[config.mk]
export PLATFORM = sky130hd
export DESIGN_NAME = count_down
export DESIGN_NICKNAME = d
export VERILOG_FILES = /design/src/rtl/count_pkg.sv /design/src/rtl/count_prescaler.sv /design/src/rtl/count_down.sv
export SDC_FILE = /design/constraint.sdc
export NUM_CORES = 1
export LEC_CHECK = 0
export BUFFER_PORTS_ARGS = -buffer_cell sky130_fd_sc_hd__buf_2
export CORE_AREA = 2 2 84 86
export CTS_BUF_LIST = sky130_fd_sc_hd__clkbuf_2 sky130_fd_sc_hd__clkbuf_4 sky130_fd_sc_hd__clkbuf_8
export DETAILED_ROUTE_END_ITERATION = 8
export DIE_AREA = 0 0 86 88
export PLACE_DENSITY = 0.64
export REMOVE_ABC_BUFFERS = 1
export SYNTH_ARGS = -nofsm -noshare
export SYNTH_HDL_FRONTEND = slang
export SYNTH_SLANG_ARGS = --single-unit
export TNS_END_PERCENT = 50
[constraint.sdc]
create_clock -name clk -period 2.3 [get_ports clk]
set_input_delay 0.23 -clock clk [delete_from_list [all_inputs] [get_ports clk]]
set_output_delay 0.23 -clock clk [all_outputs]
set_load 0.1 [all_outputs]
[src/rtl/count_pkg.sv]
// Shared definitions for the counter family: widths common to the up-count
// logic and this down-counter, plus the down-counter state type.
package count_pkg;

  localparam int COUNT_W    = 16;
  localparam int PRESCALE_W = 8;

  typedef enum logic [1:0] {
    IDLE = 2'd0,
    RUN  = 2'd1,
    DONE = 2'd2
  } state_t;

endpackage

[src/rtl/count_prescaler.sv]
// Prescaler for the down-counter: counts enabled cycles and strobes tick
// once every limit+1 of them, wrapping back to zero on the strobe.
module count_prescaler
  import count_pkg::*;
#(
  parameter int LIMIT_W = PRESCALE_W
) (
  input  logic               clk,
  input  logic               rst,
  input  logic               clear,
  input  logic               run,
  input  logic [LIMIT_W-1:0] limit,
  output logic               tick
);

  logic [LIMIT_W-1:0] ps_cnt;

  assign tick = run && (ps_cnt == limit);

  // clear outranks run so an abort on a tick edge still restarts from zero
  always_ff @(posedge clk) begin
    if (rst) begin
      ps_cnt <= '0;
    end else if (clear) begin
      ps_cnt <= '0;
    end else if (run) begin
      if (tick) begin
        ps_cnt <= '0;
      end else begin
        ps_cnt <= ps_cnt + 1'b1;
      end
    end
  end

endmodule

[src/rtl/count_down.sv]
// Loadable down-counter/timer: start value taken over a valid/ready handshake,
// counts on prescaled ticks, strobes tc_pulse at expiry and optionally reloads.
module count_down
  import count_pkg::*;
#(
  parameter int WIDTH      = COUNT_W,
  parameter int PRESCALE_W = count_pkg::PRESCALE_W
) (
  input  logic                  clk,
  input  logic                  rst,
  input  logic                  load_valid,
  output logic                  load_ready,
  input  logic [WIDTH-1:0]      load_value,
  input  logic                  auto_reload,
  input  logic [PRESCALE_W-1:0] prescale,
  input  logic                  enable,
  input  logic                  abort,
  output logic [WIDTH-1:0]      count,
  output logic                  busy,
  output logic                  tc_pulse
);

  state_t                state;
  state_t                state_next;
  logic [WIDTH-1:0]      count_next;
  logic [WIDTH-1:0]      reload_reg;
  logic                  ar_reg;
  logic [PRESCALE_W-1:0] ps_reg;
  logic                  tc_next;
  logic                  load_fire;
  logic                  tick;

  assign load_ready = (state != RUN);
  assign busy       = (state == RUN);
  // abort suppresses a load offered on the same edge
  assign load_fire  = load_valid && load_ready && !abort;

  count_prescaler #(
    .LIMIT_W (PRESCALE_W)
  ) u_prescaler (
    .clk   (clk),
    .rst   (rst),
    .clear (abort || load_fire),
    .run   (busy && enable),
    .limit (ps_reg),
    .tick  (tick)
  );

  always_comb begin
    state_next = state;
    count_next = count;
    tc_next    = 1'b0;
    if (abort) begin
      state_next = IDLE;
      count_next = '0;
    end else if (load_fire) begin
      state_next = RUN;
      count_next = load_value;
    end else if (tick) begin
      if (count != '0) begin
        count_next = count - 1'b1;
      end else begin
        tc_next = 1'b1;
        if (ar_reg) begin
          count_next = reload_reg;
        end else begin
          state_next = DONE;
        end
      end
    end
  end

  // load parameters are captured only on the handshake edge
  always_ff @(posedge clk) begin
    if (rst) begin
      state      <= IDLE;
      count      <= '0;
      tc_pulse   <= 1'b0;
      reload_reg <= '0;
      ar_reg     <= 1'b0;
      ps_reg     <= '0;
    end else begin
      state    <= state_next;
      count    <= count_next;
      tc_pulse <= tc_next;
      if (load_fire) begin
        reload_reg <= load_value;
        ar_reg     <= auto_reload;
        ps_reg     <= prescale;
      end
    end
  end

endmodule

---- Word level (Yosys, flattened, before mapping) ----
Cells that the tools add are included.
storage, ports and cells
  register bits ........................... 52
  input port bits ......................... 30
  output and inout port bits .............. 19
operators by class
  add/sub/neg operators ................... 2
  eq/ne operators ......................... 5
  muxes and demuxes ....................... 10
  bitwise logic cells ..................... 3
  reduce and logical (&&, ||, !) cells .... 16
operator list
  operator               number
  $mux 16                4
  $reduce_bool 16->1     1
  $sub 16x1->16 const B  1
  $add 8x1->8 const B    1
  $eq 8x8->1             1
  $mux 8                 1
  $reduce_and 3->1       2
  $mux 1                 5
  $logic_and 1x1->1      4
  $ne 2x1->1 const B     2
  $reduce_or 2->1        2
  $reduce_or 4->1        1
  $not 1->1              3
  $reduce_bool 3->1      1
  $reduce_or 3->1        1
  $eq 2x1->1 const B     1
  $ne 2x2->1 const B     1
  $reduce_and 2->1       1
  $reduce_bool 2->1      1
  $logic_not 1->1        1
  $logic_or 1x1->1       1

---- Depth between registers and ports, before layout ----
  depth in word-level cells ............... 5
  gate-level depth with buffers ........... 9
  gate-level depth less buffers ........... 8

---- Cells and area by module ----
A second synthesis with hierarchy kept.
second synthesis, totals
  cells, all modules ...................... 337
  area total of the unflattened synthesis .. 2,671.3 um^2
by module, submodules not included
  module           times used  cells an instance  area each (um^2)  sequential area each (um^2)
  count_down       1           287                2,217.1           880.8
  count_prescaler  1           50                 454.2             160.2

---- Least setup slack after synthesis ----
OpenSTA, ideal clock, no wires.
  path kind ............................... register to register
  start ................................... reg count[0]
  end ..................................... reg count[12]
  library setup time ...................... 0.119 ns
  arrival ................................. 2.436 ns
  data required time ...................... 2.181 ns
  setup slack ............................. -0.255 ns
  stages on the path, launching flop included .. 9
  buffers on the path ..................... 1
  period minus slack after synthesis ...... 2.555 ns
  cell sequence ........................... dfxtp_1 -> inv_1 -> ha_1 -> nor3b_1 -> nor4b_4 -> or2_1 -> buf_6 -> o21a_1 -> o221a_2
between the ends
  word-level cells in the longest chain between the ends .. 4
  elaborated cells between the ends (all ways) .. 7
  those cells by class .................... add/sub (1); mux (3); reduce/logical (3)
RTL lines
  element                                              line                                text
  start, declared                                      count_down.sv:18                    output logic [WIDTH-1:0] count,
  start signal, assigned                               count_down.sv:84                    count <= count_next;
  $sub 16x1->16 or $reduce_bool 16->1 (tied branches)  count_down.sv:61, count_down.sv:60
  $mux 16                                              count_down.sv:60                    if (count != '0) begin
  $mux 16                                              count_down.sv:59                    end else if (tick) begin
  $mux 16                                              count_down.sv:56                    end else if (load_fire) begin
Parallel ways exist; a longest one is shown, timed or not. The select of a mux whose other input is x is not followed.
A chain may end at the register's enable or synchronous reset.

---- Worst setup path in the final report ----
  start ................................... reg count[5]
  end ..................................... reg count[12]
The elaborated chain is that of the path after synthesis.

==> results by group <==
Worst setup path
  – CP Buf/Inv Count: 0
  – Worst path arrival time: 2.29 ns
  – Worst EP required: 2.56 ns
  – WS Path Type: reg -> reg
  – Delay-heaviest family, CP: simple AND/OR/NAND/NOR gates
  – Worst-path cell chain: nor4_4 -> nand2_2 -> nor4b_4 -> or2_1 -> o21a_1 -> o221a_2
  – Crit start category: register
  – CP Capture Type: register
  – CP max stage cell: nor4_4
  – Critical Path Fanout Max: 7
  – Slowest stage delay, CP: 0.52 ns

Clock tree
  – Num CTS Buffers: 5
  – H-tree depth: 2
  – Clk sinks: 52
  – Setup Fix Bufs, Post-CTS: 0
  – Hold Buf Count CTS: 0
  – PostCTS Resize Cnt: 0
  – Clock root buffer: clkbuf_8
  – Worst-path clk slew: 0.10 ns
  – Worst skew pair latency: 0.31 ns
  – CTS tree: yes
  – Clock Path Buffers: 2

STA
  – Clock Skews: 0.00581 ns
  – Final slew viol count: 0
  – Min setup slack post-route: 0.267 ns
  – Fin crit period: 2.03 ns
  – Worst-Margin Slew: 0.526 ns
  – RSZ-0062 raised after global routing: false
  – Slew headroom: 0.646
  – Final period util: 0.884
  – Setup-failing EPs final: 0
  – Final Hold Fails: 0
  – Fmax: 492 MHz

Synth
  – Area leader, netlist: dfxtp_1
  – Syn Inst Count: 323
  – Share of the synthesized area in the top cell type: 0.401
  – Seq/Total Area, Yosys: 0.401
  – Syn Area/Cell: 8.03 um2
  – Post-synth top flop: dfxtp_1
  – Top post-synthesis cells by area: dfxtp_1 (40%), nand2_1 (10%), a21oi_1 (7.5%)
  – Async SR Flop Fraction: 0
  – Unique cell type count in the Yosys netlist: 48
  – Synthesized cell area: 2590 um2
  – YS warnings: 0
  – #FFs+latches synth: 52
  – Post-synth EDFFs: 0

Placement
  – Buffers on Ports: 48
  – DP HPWL: 4370 um
  – Final GP Congestion: 0.830
  – Setup WS pre-CTS: 0.300 ns
  – Placed Instances: 444

Outcome
  – Status: finished clean

Finish
  – Area delta synth->final: 17.9%
  – FILL cells: 687
  – Finished Layout Cells: 452
  – # nets final: 404
  – Fraction of layout cells with a size suffix above 1: 0.220
  – Antenna fix cells: 0

Routing
  – WL final: 6310 um
  – Routed vias/inst: 5.34
  – Antenna viol nets, final: 0
  – Iteration-0 DRC Markers: 119
  – Router iterations before antenna repair: 5
  – Vias: 2,412
  – Avg WL per Cell: 14.0 um
  – Remaining DRCs: 0

Floorplan
  – Total die area: 7570 um2
  – Core area: 6640 um2
  – Row count: 30
  – I/O Pins: 49
  – Die extent in y: 88 um
  – Chip width: 86 um
  – Initial cell density of the core: 0.391

Global route
  – Largest net degree at the start of global routing: 41
  – Global Route met2 Usage: 0.301
  – Total grt overflow: 0
  – First-pass GRT wire length: 10,600 um
  – GRT Util Overall: 0.174
  – Met1 Usage GRT: 0.229
  – Number of global-route vias before repair: 2,227
  – GR Util met3: 0.0320
  – Initial antenna violation count: 0
  – GR peak layer: met2

Power and ir drop
  – Lkg Pwr: 1.30 nW
  – Peak VDD IR: 0.359 mV
  – Cell area power density: 687 nW/um2

Worst hold path
  – Hold Crit Class: in -> reg

Run
  – Max-Cap Viols: 0
-- path summary, 6_finish.rpt --
kind,startpoint,endpoint,slack [ns],cells past startpoint
hold / removal,prescale[6],ps_reg[6],0.14,3
setup / recovery,count[5],count[12],0.27,6
hold reg to reg,reload_reg[5],reload_reg[5],0.46,2
setup reg to reg,count[5],count[12],0.27,6
-- kinds of logic after synthesis --
family | share of synthesized area
AO/OA/AOI/OAI | 0.211
XOR/XNOR | 0.0743
adder cells (fa/ha/maj) | 0.0145
buffers and inverters | 0.0362
flip-flops | 0.401
multiplexers | 0.00386
AND/OR/NAND/NOR | 0.259
-- layer usage --
layer / up-vias / share of wire
met2: 56 / 0.47
li1: 1231 / -
met4: 0 / 0.0063
met1: 1121 / 0.48
met5: - / 0
met3: 4 / 0.047
-- through the flow --
step	total power, mW	hold slack, ns	util	TNS [ns]	cell area (um2)
2_1_floorplan	1.41	0.299	-	-28.64	2520
3_3_place_gp	1.57	0.443	0.447	0	2970
3_5_place_dp	1.57	0.446	0.447	0	2970
4_1_cts	2.12	0.136	0.461	0	3060
5_1_grt	2.22	0.141	0.461	0	3060
6_report	2.10	0.141	0.461	0	3060
-- cells in the mapped netlist, types with 2 or more instances --
library cell  instances
nor4_1                3
nor2_1               20
xnor2_1               7
dfxtp_1              52
o221a_2               2
a211oi_1              3
o211a_1               3
a31oi_1               7
or3_1                 3
buf_2                 3
o21ai_0              15
nand2_1              71
xor2_1               15
inv_1                 4
nor3_1                7
a21oi_1              39
o211ai_1              6
nor3b_1               2
ha_1                  3
nor4_4                2
o21a_1                3
nand3_1               9
o41ai_1               2
or4_1                 2
clkbuf_1             13
o32ai_1               2
nand4_1               4
-- tightest hold or removal path, cell delays in order --
cell     delay [ns]
buf_2          0.09
nand2_1        0.04
a21oi_1        0.05
-- power breakdown --
part	leakage, nW	internal, mW	switching, mW	total (mW)
clock	0.0452	0.222	0.327	0.550
combinational	0.831	0.212	0.372	0.584
sequential	0.423	0.934	0.0355	0.970
total	1.30	1.37	0.735	2.10
-- layout by cell type, fill, tap and decap left out, types with 7 or more instances in the layout --
cell type,synthesis,final
buf_2,3,48
dfxtp_1,52,52
buf_4,0,9
a21oi_1,39,39
nor3_1,7,7
a31oi_1,7,7
nand3_1,9,9
nor2_1,20,19
nand2_1,71,71
xor2_1,15,15
xnor2_1,7,7
o21ai_0,15,15
-- layout make-up --
cell class | instances | area [um2] | area share
repair buffers | 59 | 348 | 0.114
clock inverters | 3 | 25.0 | 0.00818
flip-flops and latches | 52 | 1040 | 0.340
inverters | 4 | 15.0 | 0.00491
well taps | 80 | 100 | 0.0327
clock buffers | 5 | 68.8 | 0.0225
multi-input cells | 249 | 1460 | 0.478
(Power assumes the default switching activity.)
